==> src/rtl/taho_pkg.sv <==
// Shared constants and sizing helpers for the multi-channel tachometer.
package taho_pkg;

    typedef enum logic {
        GATE_EXT = 1'b0,
        GATE_INT = 1'b1
    } gate_src_e;

    typedef enum logic {
        EDGE_RISE = 1'b0,
        EDGE_BOTH = 1'b1
    } edge_mode_e;

    function automatic int unsigned gate_cnt_width(input int unsigned cycles);
        return $clog2(cycles);
    endfunction

    // A one-cycle filter still needs a 1-bit counter to exist.
    function automatic int unsigned filt_cnt_width(input int unsigned cycles);
        return (cycles > 1) ? $clog2(cycles) : 1;
    endfunction

endpackage

==> src/rtl/taho_chan.sv <==
// One tach channel: 2-flop synchroniser, persistence filter, edge detect and
// saturating live counter latched on the gate tick.
module taho_chan
    import taho_pkg::*;
#(
    parameter int unsigned WIDTH         = 16,
    parameter int unsigned FILTER_CYCLES = 78
) (
    input  logic             clock,
    input  logic             reset_n,
    input  logic             taho,
    input  logic             edge_mode,
    input  logic             tick,
    input  logic             clear,
    output logic [WIDTH-1:0] cnt_latched,
    output logic             ovf
);

    localparam int unsigned     FW      = filt_cnt_width(FILTER_CYCLES);
    localparam logic [FW-1:0]   FC_LAST = FW'(FILTER_CYCLES - 1);
    localparam logic [WIDTH-1:0] CNT_MAX = '1;

    logic             sync1;
    logic             sync2;
    logic             f;
    logic             f_d;
    logic [FW-1:0]    fc;
    logic [WIDTH-1:0] cnt;
    logic             sticky;
    logic             ev;
    logic             at_max;

    always_comb begin
        ev     = (edge_mode == EDGE_BOTH) ? (f ^ f_d) : (f & ~f_d);
        at_max = (cnt == CNT_MAX);
    end

    always_ff @(posedge clock) begin
        if (!reset_n) begin
            sync1       <= 1'b0;
            sync2       <= 1'b0;
            f           <= 1'b0;
            f_d         <= 1'b0;
            fc          <= '0;
            cnt         <= '0;
            sticky      <= 1'b0;
            cnt_latched <= '0;
            ovf         <= 1'b0;
        end else begin
            sync1 <= taho;
            sync2 <= sync1;
            f_d   <= f;

            if (sync2 == f) begin
                fc <= '0;
            end else if (fc == FC_LAST) begin
                f  <= ~f;
                fc <= '0;
            end else begin
                fc <= fc + 1'b1;
            end

            // An event in the tick cycle is folded into the closing window.
            if (clear) begin
                cnt    <= '0;
                sticky <= 1'b0;
            end else if (tick) begin
                cnt_latched <= at_max ? CNT_MAX : cnt + WIDTH'(ev);
                ovf         <= sticky | (ev & at_max);
                cnt         <= '0;
                sticky      <= 1'b0;
            end else if (ev) begin
                if (at_max) begin
                    sticky <= 1'b1;
                end else begin
                    cnt <= cnt + 1'b1;
                end
            end
        end
    end

endmodule

==> src/rtl/taho_multi.sv <==
// Multi-channel tachometer: gate selection (external sec or internal
// counter), mode-change restart, valid strobe and per-channel packing.
module taho_multi
    import taho_pkg::*;
#(
    parameter int unsigned NCH           = 4,
    parameter int unsigned WIDTH         = 16,
    parameter int unsigned FILTER_CYCLES = 78,
    parameter int unsigned GATE_CYCLES   = 1000000
) (
    input  logic                 clock,
    input  logic                 reset_n,
    input  logic                 sec,
    input  logic                 gate_src,
    input  logic                 edge_mode,
    input  logic [NCH-1:0]       taho,
    output logic [NCH*WIDTH-1:0] freq,
    output logic [NCH-1:0]       ovf,
    output logic                 valid
);

    localparam int unsigned   GW        = gate_cnt_width(GATE_CYCLES);
    localparam logic [GW-1:0] GATE_LAST = GW'(GATE_CYCLES - 1);

    logic          sec_d;
    logic          gsrc_d;
    logic [GW-1:0] gcnt;
    logic          mode_chg;
    logic          tick;

    always_comb begin
        mode_chg = gate_src ^ gsrc_d;
        tick     = 1'b0;
        if (!mode_chg) begin
            if (gate_src == GATE_INT) begin
                tick = (gcnt == GATE_LAST);
            end else begin
                tick = sec & ~sec_d;
            end
        end
    end

    always_ff @(posedge clock) begin
        if (!reset_n) begin
            sec_d  <= 1'b0;
            gsrc_d <= 1'b0;
            gcnt   <= '0;
            valid  <= 1'b0;
        end else begin
            sec_d  <= sec;
            gsrc_d <= gate_src;
            valid  <= tick;
            if (mode_chg || gcnt == GATE_LAST) begin
                gcnt <= '0;
            end else begin
                gcnt <= gcnt + 1'b1;
            end
        end
    end

    for (genvar k = 0; k < NCH; k++) begin : g_chan
        taho_chan #(
            .WIDTH         (WIDTH),
            .FILTER_CYCLES (FILTER_CYCLES)
        ) u_chan (
            .clock       (clock),
            .reset_n     (reset_n),
            .taho        (taho[k]),
            .edge_mode   (edge_mode),
            .tick        (tick),
            .clear       (mode_chg),
            .cnt_latched (freq[k*WIDTH +: WIDTH]),
            .ovf         (ovf[k])
        );
    end

endmodule

==> config.mk <==
export PLATFORM = sky130hd
export DESIGN_NAME = taho_multi
export DESIGN_NICKNAME = d
export VERILOG_FILES = /design/src/rtl/taho_pkg.sv /design/src/rtl/taho_chan.sv /design/src/rtl/taho_multi.sv
export SDC_FILE = /design/constraint.sdc
export NUM_CORES = 1
export LEC_CHECK = 0
export ABC_AREA = 1
export BUFFER_PORTS_ARGS = -buffer_cell sky130_fd_sc_hd__buf_4
export CAP_MARGIN = 30
export CORE_MARGIN = 3
export CORE_UTILIZATION = 35
export CTS_CLUSTER_DIAMETER = 120
export DETAILED_ROUTE_END_ITERATION = 7
export SLEW_MARGIN = 20
export SYNTH_ARGS = -nofsm -noshare
export SYNTH_HDL_FRONTEND = slang
export SYNTH_HIERARCHICAL = 1
export SYNTH_SLANG_ARGS = --single-unit
export TNS_END_PERCENT = 10
==> constraint.sdc <==
create_clock -name clock -period 2.8 [get_ports clock]
set_clock_uncertainty 0.05 [all_clocks]
set_input_delay 0.14 -clock clock [delete_from_list [all_inputs] [get_ports clock]]
set_output_delay 0.14 -clock clock [all_outputs]
set_load 0.05 [all_outputs]
; Yosys cells after proc, flatten, opt, wreduce, memory -nomap -nowiden
; Index checks and enable logic that the tools add are counted.
; Widths: inputs -> output; s select.
[op_classes]
reduce_logical = 20
n_bitwise = 37
addsub = 13
eq_ne = 13
muxes = 10
[ops]
columns = cell, n
row1 = $add 16x1->16, 4
row2 = $add 16x1->16 const B, 4
row3 = $eq 16x16->1 const B, 4
row4 = $mux 16, 4
row5 = $add 7x1->7 const B, 4
row6 = $eq 7x7->1 const B, 4
row7 = $reduce_and 2->1, 13
row8 = $add 20x1->20 const B, 1
row9 = $eq 20x20->1 const B, 1
row10 = $not 1->1, 19
row11 = $reduce_or 3->1, 5
row12 = $and 1x1->1, 9
row13 = $mux 1, 6
row14 = $xor 1x1->1, 5
row15 = $eq 1x1->1, 4
row16 = $or 1x1->1, 4
row17 = $reduce_or 2->1, 1
row18 = $logic_or 1x1->1, 1
[word_totals]
ff_bits = 203

; Logic depth before layout (Yosys ltp)
[logic_depth]
word_depth = 5
depth_mapped = 15
depth_no_buf = 14

; By module
; The synthesis kept the hierarchy.
[by_module_without_submodules]
columns = mod, n_inst, cells_each, area_each_um2
row1 = taho_chan, 4, 352, 2391.0
row2 = taho_multi, 1, 179, 1223.7

; Least setup slack after synthesis
; OpenSTA, ideal clock, no wires.
[synth_path]
path_type = register -> register
start = register g_chan[0].u_chan.f
end = register g_chan[0].u_chan.cnt_latched[14]
synth_period_minus_slack_ns = 2.228
path_buffers = 1
t_arrival_ns = 2.060
stages_incl_launch_ff = 13
setup_ns = 0.118
slack_ns = 0.572
required_ns = 2.632
path_cell_list = dfxtp_1 ha_1 o21ai_2 buf_2 ha_1 ha_1 nand3_1 nor2_1 nand3_1 nand2_1 nand2_1 nor2_1 nor2_1
[synth_via]
elab_chain_len = 4
elab_cells_between_ends = 5
classes_between = add/sub (1) / mux (2) / bitwise (2)
[synth_lines]
columns = element, line
row1 = from (decl), taho_chan.sv:25  ; logic f;
row2 = from (signal assigned), taho_chan.sv:57  ; f <= ~f;
row3 = $and 1x1->1 or $xor 1x1->1 (tied branches), taho_chan.sv:34  ; ev = (edge_mode == EDGE_BOTH) ? (f ^ f_d) : (f & ~f_d);
row4 = $mux 1 (*), taho_chan.sv:34
row5 = $add 16x1->16 (*), taho_chan.sv:68  ; cnt_latched <= at_max ? CNT_MAX : cnt + WIDTH'(ev);
row6 = $mux 16 (*), taho_chan.sv:68
row7 = to (signal assigned), taho_chan.sv:68
row8 = to (decl), taho_chan.sv:15  ; output logic [WIDTH-1:0] cnt_latched,
; Mark *: on every way between the ends. The rest lies on a longest branch, timed or not.
; A chain may end at the register's enable or synchronous reset.

; Final worst setup path
[layout_path]
start = register gcnt[0]
end = register g_chan[0].u_chan.cnt_latched[5]
[layout_via]
elab_chain_len = 4
[layout_lines]
columns = element, line
row1 = from (decl), taho_multi.sv:27  ; logic [GW-1:0] gcnt;
row2 = from (signal assigned), taho_multi.sv:56  ; gcnt <= gcnt + 1'b1;
row3 = $eq 20x20->1, taho_multi.sv:36  ; tick = (gcnt == GATE_LAST);
row4 = $mux 1, taho_multi.sv:35  ; if (gate_src == GATE_INT) begin
row5 = $mux 1, taho_multi.sv:34  ; if (!mode_chg) begin
row6 = net tick, taho_multi.sv:29  ; logic tick;
row7 = $reduce_and 2->1 (no line), n/a
; The timed path passes the listed nets, and every way through them passes these cells.

==> run metrics <==
syn avg cell area=6.80 um^2; Peak VDD IR=0.388 mV; FF+latch count, synth=203; Final Hold Violating Endpoints=0; Gate Count Post-Synth=1587; Via Count=9745; Worst-Skew Late Latency=0.52 ns; Initial Utilization=35.9%; syn_nets=1625; ys async rst share=0%; Reg clk slew, reported paths=0.06 ns; crit path DAT=2.77 ns; worst-margin pin slew=0.480 ns; run status=finished, final reports clean; WL final=25100 um; average wire per standard cell=12.1 um; dpl ws=0.311 ns; Setup TNS Final=0 ns; Slew headroom=67.8%; Pre-Repair DR Iteration Count=5; Ys Warns=6; endpoints failing setup=0; Filler Cell Count=3174; Via density=4.68; CTS max path bufs=3; Port Buffers=77; DR DRC count=0; hold crit path type=input port to register; Period minus WS final=2.42 ns; max-slew violation count=0; Die Wd=182 um; Final period util=86.4%; first-pass GRT wire length=43200 um; Crit Path Category=register to register; critical path startpoint category=register; DIE HEIGHT=182 um; Placer Congestion=0.892; setup ws final=0.381 ns; # clock sinks=203; I/O pin cnt=78; num rows=63; number of global-route vias before repair=9079; Detailed Place HPWL=18500 um; CTS tree=yes; cell area after synthesis=10800 um^2; Final ANT Viol Nets=0; Max Cap Viol=0; Static Leak=5.36 nW; RSZ-0062 raised after global routing=false; CTS H-tree lvls=1; CP max FO=29; fmax=413 MHz; Worst EP required=3.15 ns; Design Power=0.00663 W; antenna violations before repair=0; Post-synth EDFFs=0; grt ovf=0; Core ar.=30000 um^2; Root Driver=clkbuf_16; CTS Buf Count=23; Tot GR Track Use=15.1%; PD cells=524 nW/um^2; Primary FF master, synth=dfxtp_1; initial DRC count=532; largest net degree at the start of global routing=45; Nets=1713; fin util=42.1%; full die area=33000 um^2; register area share after synthesis=37.7%; CP Capture Type=register; Area Overhead vs Synth=17.3%; ant diodes=0; fraction of layout cells with a size suffix above 1=13.8%; post-synth cell types=31
==> through the flow <==
step | hold WS, ns | cell area, um^2 | cells
floorplan | 0.183 | 10800 | 1587
global placement | 0.282 | 11800 | 2034
detailed placement | 0.285 | 11800 | 2034
CTS | 0.0327 | 12700 | 2082
global route | 0.0748 | 12700 | 2082
finish | 0.0529 | 12700 | 2082
==> registers in the layout, indices dropped and copies added, names as in the netlist, 20 cells and up <==
signal and count:
gcnt 20, g_chan.u_chan/fc 28, g_chan.u_chan/cnt 64, g_chan.u_chan/cnt_latched 64
==> synthesized netlist by cell type, types with 13 or more instances <==
cell     number  area share, %
a21oi_1      61            2.8
a31oi_1      16           0.93
buf_2        16           0.74
dfxtp_1     203             38
ha_1         29            3.4
inv_1       184            6.4
inv_2        18           0.63
nand2_1     382             13
nand2_2      18            1.0
nand3_1      84            3.9
nand4_1      36            2.1
nor2_1      267            9.3
nor2_2       26            1.5
nor3_1       13           0.60
o21ai_0      90            4.2
xnor2_1      22            1.8
xor2_1       46            3.7
==> path summary, 6_finish.rpt <==
path	start	endpoint	slack, ns	cells after the start
worst min register to register	g_chan[2].u_chan/sync1	g_chan[2].u_chan/sync2	0.36	2
worst max-delay path	gcnt[0]	g_chan[0].u_chan/cnt_latched[5]	0.38	11
worst max register to register	gcnt[0]	g_chan[0].u_chan/cnt_latched[5]	0.38	11
worst min-delay path	reset_n	g_chan[0].u_chan/sync2	0.05	3
==> cells in the final DEF (no fill, tap or decap), types with 6 or more instances in the layout <==
master | netlist | final
nor2_4 | 10 | 10
nor3_1 | 13 | 13
inv_1 | 184 | 184
buf_4 | 4 | 98
dlygate4sd3_1 | 0 | 6
nand3_1 | 84 | 84
a21oi_1 | 61 | 61
clkbuf_16 | 0 | 23
xor2_1 | 46 | 46
nor2_1 | 267 | 263
nand2_1 | 382 | 381
nor3b_1 | 8 | 8
inv_2 | 18 | 18
o21ai_0 | 90 | 90
nand4_1 | 36 | 36
nand2_2 | 18 | 19
dfxtp_1 | 203 | 203
xnor2_1 | 22 | 22
nor2_2 | 26 | 30
nand2_4 | 9 | 9
nor4_1 | 8 | 8
a31oi_1 | 16 | 16
ha_1 | 29 | 29
clkbuf_8 | 0 | 6
==> cell type report <==
class / count / area (um^2) / area share [%]
clock buffers: 32 / 669 / 5.29
clock inverters: 10 / 156 / 1.24
inverters: 202 / 758 / 5.99
multi-input cells: 1141 / 5720 / 45.2
flip-flops and latches: 203 / 4060 / 32.1
well taps: 390 / 488 / 3.86
repair buffers: 104 / 796 / 6.29
==> logic make-up after synthesis <==
kind of cell             synth area share [%]
buffers and inverters                    9.41
XOR/XNOR                                 5.52
AO/OA/AOI/OAI                            8.33
flip-flops                               37.7
AND/OR/NAND/NOR                          35.7
adder cells (fa/ha/maj)                  3.36
==> power by group <==
| part | internal (W) | leakage [nW] | total [W] | switching (W) |
|---|---|---|---|---|
| clock | 0.00204 | 0.407 | 0.00325 | 0.00121 |
| sequential | 0.00294 | 1.64 | 0.00297 | 0.0000281 |
| combinational | 0.000124 | 3.32 | 0.000420 | 0.000296 |
==> worst max-delay path: stages, from the launching register on <==
cell and delay (ns):
dfxtp_1 0.37, ha_1 0.28, nand3_4 0.13, nor2_2 0.21, nand3_1 0.14, nand2_2 0.24, inv_1 0.08, nor2_2 0.08
buf_4 0.27, nand2_1 0.17, o21ai_0 0.21, inv_1 0.06
==> metal layers <==
layer,wire length [um],vias to the layer above,track usage (%)
met1,12400,4338,20.7
met4,427,0,3.75
met3,1220,34,2.54
met5,0,-,0
met2,11100,201,24.7
li1,-,5172,-
==> timing repair <==
action | in CTS | in global routing
buffers inserted | 0 | 0
hold buffers | 6 | 0
setup endpoints to repair | 0 | 2
endpoints found under the hold margin | 7 | 0
gates resized for setup | 0 | 1
Power figures use the tool's default switching activity.
